$ cat src/rtl/bcd_to_dec_hold_pkg.sv
// bcd_to_dec_hold shared package: FSM states and decode widths.
// Optional error counter is enabled by the macro BCD_ERR_CNT_EN.
package bcd_to_dec_hold_pkg;

    typedef enum logic {
        IDLE = 1'b0,
        HOLD = 1'b1
    } state_t;

    localparam int DEC_W   = 10;
    localparam int BCD_MAX = 9;
    localparam int HCNT_W  = 8;

endpackage

$ cat src/rtl/bcd_to_dec_hold_if.sv
// Digit-in / one-hot-out bundle for bcd_to_dec_hold.
// err_count is present only when BCD_ERR_CNT_EN is defined.
interface bcd_to_dec_hold_if
    import bcd_to_dec_hold_pkg::*;
#(
    parameter int CNT_W = 8
) ();

    logic [3:0]       bcd_in;
    logic             in_valid;
    logic             in_ready;
    logic [DEC_W-1:0] dec_out;
    logic             out_valid;
    logic             err;
`ifdef BCD_ERR_CNT_EN
    logic [CNT_W-1:0] err_count;

    modport master (
        output bcd_in, in_valid,
        input  in_ready, dec_out, out_valid, err, err_count
    );

    modport slave (
        input  bcd_in, in_valid,
        output in_ready, dec_out, out_valid, err, err_count
    );
`else
    modport master (
        output bcd_in, in_valid,
        input  in_ready, dec_out, out_valid, err
    );

    modport slave (
        input  bcd_in, in_valid,
        output in_ready, dec_out, out_valid, err
    );
`endif

endinterface

$ cat src/rtl/bcd_onehot_dec.sv
// Combinational 4-to-10 one-hot decode with a non-decimal flag.
// Codes 10..15 give an all-zero line and raise invalid.
module bcd_onehot_dec
    import bcd_to_dec_hold_pkg::*;
(
    input  logic [3:0]       bcd,
    output logic [DEC_W-1:0] onehot,
    output logic             invalid
);

    // Decode; a non-decimal code never lights any line.
    always_comb begin
        invalid = (bcd > 4'(BCD_MAX));
        onehot  = '0;
        if (!invalid) begin
            onehot = DEC_W'(1) << bcd;
        end
    end

endmodule

$ cat src/rtl/bcd_to_dec_hold.sv
// BCD digit decoder that holds each one-hot line for HOLD_CYCLES.
// Define BCD_ERR_CNT_EN to add the saturating err_count output.
module bcd_to_dec_hold
    import bcd_to_dec_hold_pkg::*;
#(
    parameter int HOLD_CYCLES = 4,
    parameter int CNT_W       = 8
) (
    input  logic             clk,
    input  logic             rst,
    bcd_to_dec_hold_if.slave bus
);

    if (HOLD_CYCLES < 1 || HOLD_CYCLES > 255) begin : g_bad_hold
        $error("HOLD_CYCLES must be in 1..255");
    end
    if (CNT_W < 1) begin : g_bad_cnt
        $error("CNT_W must be at least 1");
    end

    localparam logic [HCNT_W-1:0] RELOAD = HCNT_W'(HOLD_CYCLES - 1);

    state_t             state_q, state_d;
    logic [HCNT_W-1:0]  hold_cnt_q, hold_cnt_d;
    logic [DEC_W-1:0]   dec_q, dec_d;
    logic               err_q, err_d;
    logic [DEC_W-1:0]   dec_w;
    logic               inv_w;
    logic               accept;

    bcd_onehot_dec u_dec (
        .bcd     (bus.bcd_in),
        .onehot  (dec_w),
        .invalid (inv_w)
    );

    // Ready depends only on held state, never on in_valid.
    assign bus.in_ready  = (state_q == IDLE) || (hold_cnt_q == '0);
    assign accept        = bus.in_valid && bus.in_ready;
    assign bus.dec_out   = dec_q;
    assign bus.err       = err_q;
    assign bus.out_valid = (state_q == HOLD);

    // Next state: load on accept, count down while held, release at zero.
    always_comb begin
        state_d    = state_q;
        hold_cnt_d = hold_cnt_q;
        dec_d      = dec_q;
        err_d      = err_q;
        if (accept) begin
            state_d    = HOLD;
            hold_cnt_d = RELOAD;
            dec_d      = dec_w;
            err_d      = inv_w;
        end else if (state_q == HOLD) begin
            if (hold_cnt_q == '0) begin
                state_d = IDLE;
                dec_d   = '0;
                err_d   = 1'b0;
            end else begin
                hold_cnt_d = hold_cnt_q - 1'b1;
            end
        end
    end

    // State, counter and held outputs.
    always_ff @(posedge clk) begin
        if (rst) begin
            state_q    <= IDLE;
            hold_cnt_q <= '0;
            dec_q      <= '0;
            err_q      <= 1'b0;
        end else begin
            state_q    <= state_d;
            hold_cnt_q <= hold_cnt_d;
            dec_q      <= dec_d;
            err_q      <= err_d;
        end
    end

`ifdef BCD_ERR_CNT_EN
    logic [CNT_W-1:0] err_cnt_q, err_cnt_d;

    // Count accepted non-decimal digits, sticking at all-ones.
    always_comb begin
        err_cnt_d = err_cnt_q;
        if (accept && inv_w && (err_cnt_q != '1)) begin
            err_cnt_d = err_cnt_q + 1'b1;
        end
    end

    // Error counter register.
    always_ff @(posedge clk) begin
        if (rst) begin
            err_cnt_q <= '0;
        end else begin
            err_cnt_q <= err_cnt_d;
        end
    end

    assign bus.err_count = err_cnt_q;
`endif

endmodule

$ cat src/flat_wrapper.sv
// flat-port wrapper written by rule: the top's interface ports become plain ports
module bcd_to_dec_hold_flat import bcd_to_dec_hold_pkg::*;
#(
    parameter int HOLD_CYCLES = 4,
    parameter int CNT_W       = 8
)
  (clk, rst, bus_bcd_in, bus_in_valid, bus_in_ready, bus_dec_out, bus_out_valid, bus_err);
  bcd_to_dec_hold_if #(.CNT_W(CNT_W)) bus_i ();
  input  logic clk;
  input  logic rst;
  input wire logic [$bits(bus_i.bcd_in)-1:0] bus_bcd_in;
  input wire logic [$bits(bus_i.in_valid)-1:0] bus_in_valid;
  output wire logic [$bits(bus_i.in_ready)-1:0] bus_in_ready;
  output wire logic [$bits(bus_i.dec_out)-1:0] bus_dec_out;
  output wire logic [$bits(bus_i.out_valid)-1:0] bus_out_valid;
  output wire logic [$bits(bus_i.err)-1:0] bus_err;
  assign bus_i.bcd_in = bus_bcd_in;
  assign bus_i.in_valid = bus_in_valid;
  assign bus_in_ready = bus_i.in_ready;
  assign bus_dec_out = bus_i.dec_out;
  assign bus_out_valid = bus_i.out_valid;
  assign bus_err = bus_i.err;
  bcd_to_dec_hold #(.HOLD_CYCLES(HOLD_CYCLES), .CNT_W(CNT_W)) u_core (.clk(clk), .rst(rst), .bus(bus_i));
endmodule
$ cat config.mk
export PLATFORM = sky130hd
export DESIGN_NAME = bcd_to_dec_hold_flat
export DESIGN_NICKNAME = d
export VERILOG_FILES = /design/src/rtl/bcd_to_dec_hold_pkg.sv /design/src/rtl/bcd_to_dec_hold_if.sv /design/src/rtl/bcd_onehot_dec.sv /design/src/rtl/bcd_to_dec_hold.sv /design/src/flat_wrapper.sv
export SDC_FILE = /design/constraint.sdc
export NUM_CORES = 1
export LEC_CHECK = 0
export BUFFER_PORTS_ARGS = -buffer_cell sky130_fd_sc_hd__buf_2
export CELL_PAD_IN_SITES_DETAIL_PLACEMENT = 1
export CELL_PAD_IN_SITES_GLOBAL_PLACEMENT = 1
export CORE_UTILIZATION = 38
export CTS_BUF_LIST = sky130_fd_sc_hd__clkbuf_8
export CTS_CLUSTER_DIAMETER = 120
export DETAILED_ROUTE_END_ITERATION = 10
export PLACE_DENSITY_LB_ADDON = 0.1
export SLEW_MARGIN = 40
export SYNTH_ARGS = -nofsm -noshare
export SYNTH_HDL_FRONTEND = slang
export SYNTH_SLANG_ARGS = --single-unit
$ cat constraint.sdc
create_clock -name clk -period 1.8 [get_ports clk]
set_input_delay 0.09 -clock clk [delete_from_list [all_inputs] [get_ports clk]]
set_output_delay 0.09 -clock clk [all_outputs]
set_load 0.01 [all_outputs]
Word level (Yosys, flattened, before mapping)
Cells that the tools add are included.
- bits in registers: 20
- input bits: 7
- output and inout bits: 13
- eq/ne operators: 1
- bitwise logic cells: 2
- shifts and indexed selects: 1
- add/sub/neg operators: 1
- order comparisons: 1
- reduce and logical (&&, ||, !) cells: 9
- muxes and demuxes: 13
- operators with widths (kind ; number):
    10-bit two-way mux ; 4
    1-bit by 4-bit left shift with 10-bit output (first input constant) ; 1
    8-bit logical NOT ; 1
    8-bit by 1-bit subtractor with 8-bit output (second input constant) ; 1
    1-bit two-way mux ; 6
    2-bit two-way mux ; 3
    2-bit AND reduction ; 3
    4-bit > comparator (second input constant) ; 1
    2-bit nonzero test ; 2
    2-bit by 1-bit inequality test with 1-bit output (second input constant) ; 1
    1-bit inverter ; 2
    2-bit OR reduction ; 1
    1-bit logical AND ; 1
    1-bit logical OR ; 1

Logic depth before layout (Yosys ltp)
- word-level depth: 5
- gate-level depth with buffers: 7
- mapped depth without buffers: 6

Modules after synthesis
Synthesis repeated with hierarchy kept, for this count alone.
- cell total of the unflattened synthesis: 98
- area, all modules: 1048.5 um^2
- modules (own cells, without submodules) (module ; cells an instance ; sequential area each (um^2) ; times used ; area each (um^2)):
    bcd_to_dec_hold ; 83 ; 400.4 ; 1 ; 870.8
    bcd_onehot_dec ; 15 ; 0.0 ; 1 ; 177.7

Worst setup path before layout
OpenSTA, ideal clock, no wires.
- kind: flip-flop to flip-flop
- start point: register u_core.hold_cnt_q[0]
- end point: register u_core.dec_q[3], in the netlist u_core.bus.dec_out[3]
- setup time: 0.117 ns
- required time: 1.683 ns
- cell stages (with the launch flop): 8
- arrival time: 1.546 ns
- path slack: 0.137 ns
- path buffers: 1
- cell sequence: dfxtp_1 -> inv_1 -> ha_1 -> nor4b_4 -> a21boi_2 -> nor2b_1 -> buf_2 -> a32o_1
- word-level cells in the longest chain between the ends: 5
- ends and longest elaborated chain (item ; RTL line ; RTL):
    start: declaration ; bcd_to_dec_hold.sv:24 ; logic [HCNT_W-1:0] hold_cnt_q, hold_cnt_d;
    start signal: assignment ; bcd_to_dec_hold.sv:75 ; hold_cnt_q <= hold_cnt_d;
    8-bit logical NOT (*) ; bcd_to_dec_hold.sv:38, bcd_to_dec_hold.sv:56 ;
    1-bit logical OR ; bcd_to_dec_hold.sv:38 ; assign bus.in_ready = (state_q == IDLE) || (hold_cnt_q == '0);
    1-bit logical AND ; bcd_to_dec_hold.sv:39 ; assign accept = bus.in_valid && bus.in_ready;
    2-bit nonzero test (no source line) ; -- ;
    2-bit AND reduction (no source line) ; -- ;
    end signal: assignment ; bcd_to_dec_hold.sv:71 ; dec_q <= '0;
    end signal: assignment ; bcd_to_dec_hold.sv:76 ; dec_q <= dec_d;
    end: declaration ; bcd_to_dec_hold.sv:25 ; logic [DEC_W-1:0] dec_q, dec_d;
Mark *: on every way between the ends. The rest lies on a longest branch, timed or not.
A chain may end at the register's enable or synchronous reset.

Worst setup path in the final report
- start point: register u_core.hold_cnt_q[0]
- end point: output port bus_in_ready
- word-level cells in the longest chain between the ends: 2
- ends and longest elaborated chain (item ; RTL line ; RTL):
    8-bit logical NOT ; bcd_to_dec_hold.sv:38 ;
    1-bit logical OR ; bcd_to_dec_hold.sv:38 ;
    end: declaration ; flat_wrapper.sv:13 ; output wire logic [$bits(bus_i.in_ready)-1:0] bus_in_ready;
No other way between the ends.

==> flow_summary_export.csv <==
group,metric,value,unit
status,run_status,"complete, no violations",
timing,worst_slew_margin_rel,72.5,%
setup_path,cp-start-kind,"flip-flop",
setup_path,crit_family,"buffers and inverters",
global_route,globalRouteTotalUtil,18.3,%
pwr,max-vdd-ir-drop,501,uV
floorplan,fp-row-count,17,
setup_path,critical_path_class,"flip-flop to output pin",
placement,post-place-ws,-0.0358,ns
setup_path,timing.critical_path.buf_inv,4,
timing,maxClockFrequency,0.578,GHz
route,final_antenna_net_count,0,
cts,cts_tree,"built",
cts,cts_max_level,1,
setup_path,cell_chain_of_the_critical_path,"inv_1 > ha_1 > nor4b_4 > a21boi_2 > buf_4 > inv_1 > buf_2",
timing,setup-violations-final,0,
cts,cts_root_buffer,"sky130_fd_sc_hd__clkbuf_8",
cts,post_cts_hold_buffer_count,0,
cts,clk_pin_slew,0.07,ns
timing,final.min_clock_period,1.73,ns
final_layout,fin_nets,119,
timing,setup_slack,0.0707,ns
logic_synthesis,synth.distinct_cells,28,
logic_synthesis,synthCells,86,
global_route,grt_overflow_total,0,
logic_synthesis,synth_edf_count,0,
placement,routabilityCongestion,0.767,
route,dr.pass1.iters,4,
placement,buffer_ports.inserted,19,
logic_synthesis,asyncSetResetFlopFracSynth,0,%
setup_path,critical_path_required,1.71,ns
global_route,first_global_vias,787,
global_route,antenna_found_initial,0,
placement,dp_hpwl,1540,microns
final_layout,ff_latch_area,403,sq um
floorplan,boundaryPins,20,
timing,min_period_over_period,96.1,%
floorplan,fp.coreArea,0.00221,sq mm
final_layout,areaGrowthSynthToFinish,20.8,%
global_route,wire_length_of_the_first_global_routing_pass,3460,microns
setup_path,cp_slowest_cell,"sky130_fd_sc_hd__dfxtp_2",
logic_synthesis,synth-seq-cells,20,
final_layout,multi_input_area,462,sq um
floorplan,die-area,0.00253,sq mm
logic_synthesis,synth_warnings,0,
timing,unrepaired_setup_endpoints_after_global_routing,"true",
timing,worstMarginPinSlew,0.411,ns
flow_run,cap_viol_max_count,0,
final_layout,drive_gt1_share,29.6,%
timing,finalHoldViolCount,0,
min_path,hold_path_class,"input pin to flip-flop",
route,totalWireLength,1980,microns
floorplan,die_h,50.3,microns
logic_synthesis,synth_sequential_area_ratio,45.2,%
route,vias_per_cell,5.51,
setup_path,crit_fanout,7,
logic_synthesis,synth-main-ff-cell,"sky130_fd_sc_hd__dfxtp_1",
route,first_iter_violations,5,
final_layout,stdcell_count,136,
floorplan,die_width,50.3,microns
logic_synthesis,synth_fp_nets,95,
floorplan,initial_standard_cell_utilization_of_the_core,40.0,%
cts,cts.sinks,20,
cts,worstSkewPairLatency,0.25,ns
route,wl_per_cell,14.6,microns
cts,number_of_clock_buffers_inserted_by_tritoncts,3,
timing,finClkSkew,0.00563,ns
setup_path,worst_ep_arrival_time,1.64,ns
final_layout,fillCellCount,269,
pwr,power.static_leakage,0.464,nW
pwr,cellPowerDensity,885,mW/mm^2
global_route,grt_start_max_net_pins,15,
setup_path,critical-path-top-cell-by-count,"sky130_fd_sc_hd__inv_1",
final_layout,diodes,0,
logic_synthesis,syn_area,886,sq um
timing,final_max_slew_viol_count,0,
cts,cts.path.max_buffers,2,
setup_path,worstSetupEndpointType,"output pin",
logic_synthesis,syn_avg_cell_area,10.3,sq um
setup_path,critPathMaxStageDelay,0.37,ns
placement,numPlacedInstances,132,
route,detail_route.drc_violations,0,
route,via_count,750,
==> synth_stat cells, types with 3 or more instances <==
cell type / count / share of area (%)
sky130_fd_sc_hd__nor2b_1: 5 / 3.5
sky130_fd_sc_hd__dfxtp_1: 20 / 45
sky130_fd_sc_hd__nor2_1: 10 / 4.2
sky130_fd_sc_hd__nor3_1: 8 / 4.5
sky130_fd_sc_hd__xor2_1: 3 / 3.0
sky130_fd_sc_hd__inv_1: 3 / 1.3
sky130_fd_sc_hd__a32o_1: 9 / 10
==> layout make-up <==
cell class,instances,area share [%]
Sequential cell,20,37.7
Tap cell,28,3.27
Timing Repair Buffer,22,11.0
Clock buffer,3,3.86
Inverter,3,1.05
Multi-Input combinational cell,60,43.2
==> sequential cells by signal, indices dropped and copies added, names as in the netlist <==
name	count
u_core.bus.err	1
u_core.hold_cnt_q	8
u_core.bus.dec_out	10
u_core.bus.out_valid	1
==> logic make-up (layout without fill, tap and decap cells) <==
group,after synthesis,after routing,synth area share (%)
AO/OA/AOI/OAI,18,18,18.5
XOR/XNOR,3,3,2.97
adder cells (fa/ha/maj),2,2,2.82
buffers and inverters,6,28,3.53
flip-flops,20,20,45.2
multiplexers,2,2,2.26
AND/OR/NAND/NOR,35,35,24.7
==> worst register-to-register path, cell delays in order, from the launching register on <==
cell and delay [ns]:
sky130_fd_sc_hd__dfxtp_2 0.37, sky130_fd_sc_hd__inv_1 0.08, sky130_fd_sc_hd__ha_1 0.20, sky130_fd_sc_hd__nor4b_4 0.14
sky130_fd_sc_hd__a21boi_2 0.23, sky130_fd_sc_hd__o21ba_1 0.42, sky130_fd_sc_hd__a22o_1 0.21
==> layout by cell type, fill, tap and decap left out, types with 2 or more instances in the layout <==
cell type / synthesis / routed
sky130_fd_sc_hd__a22o_1: 2 / 2
sky130_fd_sc_hd__a22oi_1: 2 / 2
sky130_fd_sc_hd__a32o_1: 9 / 9
sky130_fd_sc_hd__buf_2: 1 / 19
sky130_fd_sc_hd__buf_4: 0 / 3
sky130_fd_sc_hd__clkbuf_8: 0 / 3
sky130_fd_sc_hd__dfxtp_1: 20 / 18
sky130_fd_sc_hd__dfxtp_2: 0 / 2
sky130_fd_sc_hd__ha_1: 2 / 2
sky130_fd_sc_hd__inv_1: 3 / 3
sky130_fd_sc_hd__mux2i_1: 2 / 2
sky130_fd_sc_hd__nand4b_1: 2 / 2
sky130_fd_sc_hd__nor2_1: 10 / 10
sky130_fd_sc_hd__nor2b_1: 5 / 4
sky130_fd_sc_hd__nor3_1: 8 / 8
sky130_fd_sc_hd__nor3b_1: 2 / 2
sky130_fd_sc_hd__nor4_1: 2 / 2
sky130_fd_sc_hd__xor2_1: 3 / 3
==> per-layer routing <==
layer / part of all wire, % / wire length (microns) / vias up / track usage (%)
li1: - / - / 367 / -
met1: 44 / 878 / 367 / 20.2
met2: 52 / 1040 / 14 / 33.3
met3: 2.6 / 52 / 2 / 3.94
met4: 0.51 / 10 / 0 / 7.14
met5: 0 / 0 / - / 0
==> per-stage QoR <==
stage | setup TNS (ns) | util [%] | power, mW | hold WS (ns) | area (sq um)
after floorplan | 0 | - | 0.610 | 0.221 | 886
after global placement | 0 | 45.7 | 0.662 | 0.393 | 1010
after detailed placement | -0.119 | 45.7 | 0.667 | 0.387 | 1010
after CTS | -0.0168 | 47.7 | 0.951 | 0.121 | 1050
after global routing | -0.00736 | 48.4 | 0.994 | 0.172 | 1070
final | 0 | 48.4 | 0.947 | 0.125 | 1070
==> power by group <==
part	total, mW	internal, mW	switching, mW
clock network	0.282	0.149	0.134
registers	0.483	0.462	0.0212
logic	0.181	0.0833	0.0978
==> repair_timing <==
| item | CTS | global route |
|---|---|---|
| endpoints found under the setup margin | 5 | 12 |
| gates resized for setup | 1 | 3 |
| pin swaps | 0 | 1 |
| buffers inserted | 0 | 1 |
==> worst paths after layout <==
check	start	endpoint	slack, ns	depth (start not counted)
max reg2reg	u_core.hold_cnt_q[0]$_SDFFE_PP0P_	u_core.bus.dec_out[0]$_SDFFE_PP0P_	0.08	6
min	bus_in_valid	u_core.bus.out_valid$_SDFF_PP0_	0.13	3
max	u_core.hold_cnt_q[0]$_SDFFE_PP0P_	bus_in_ready	0.07	7
min reg2reg	u_core.bus.dec_out[7]$_SDFFE_PP0P_	u_core.bus.dec_out[7]$_SDFFE_PP0P_	0.47	1
No activity file was read; power rests on OpenSTA's default activity.
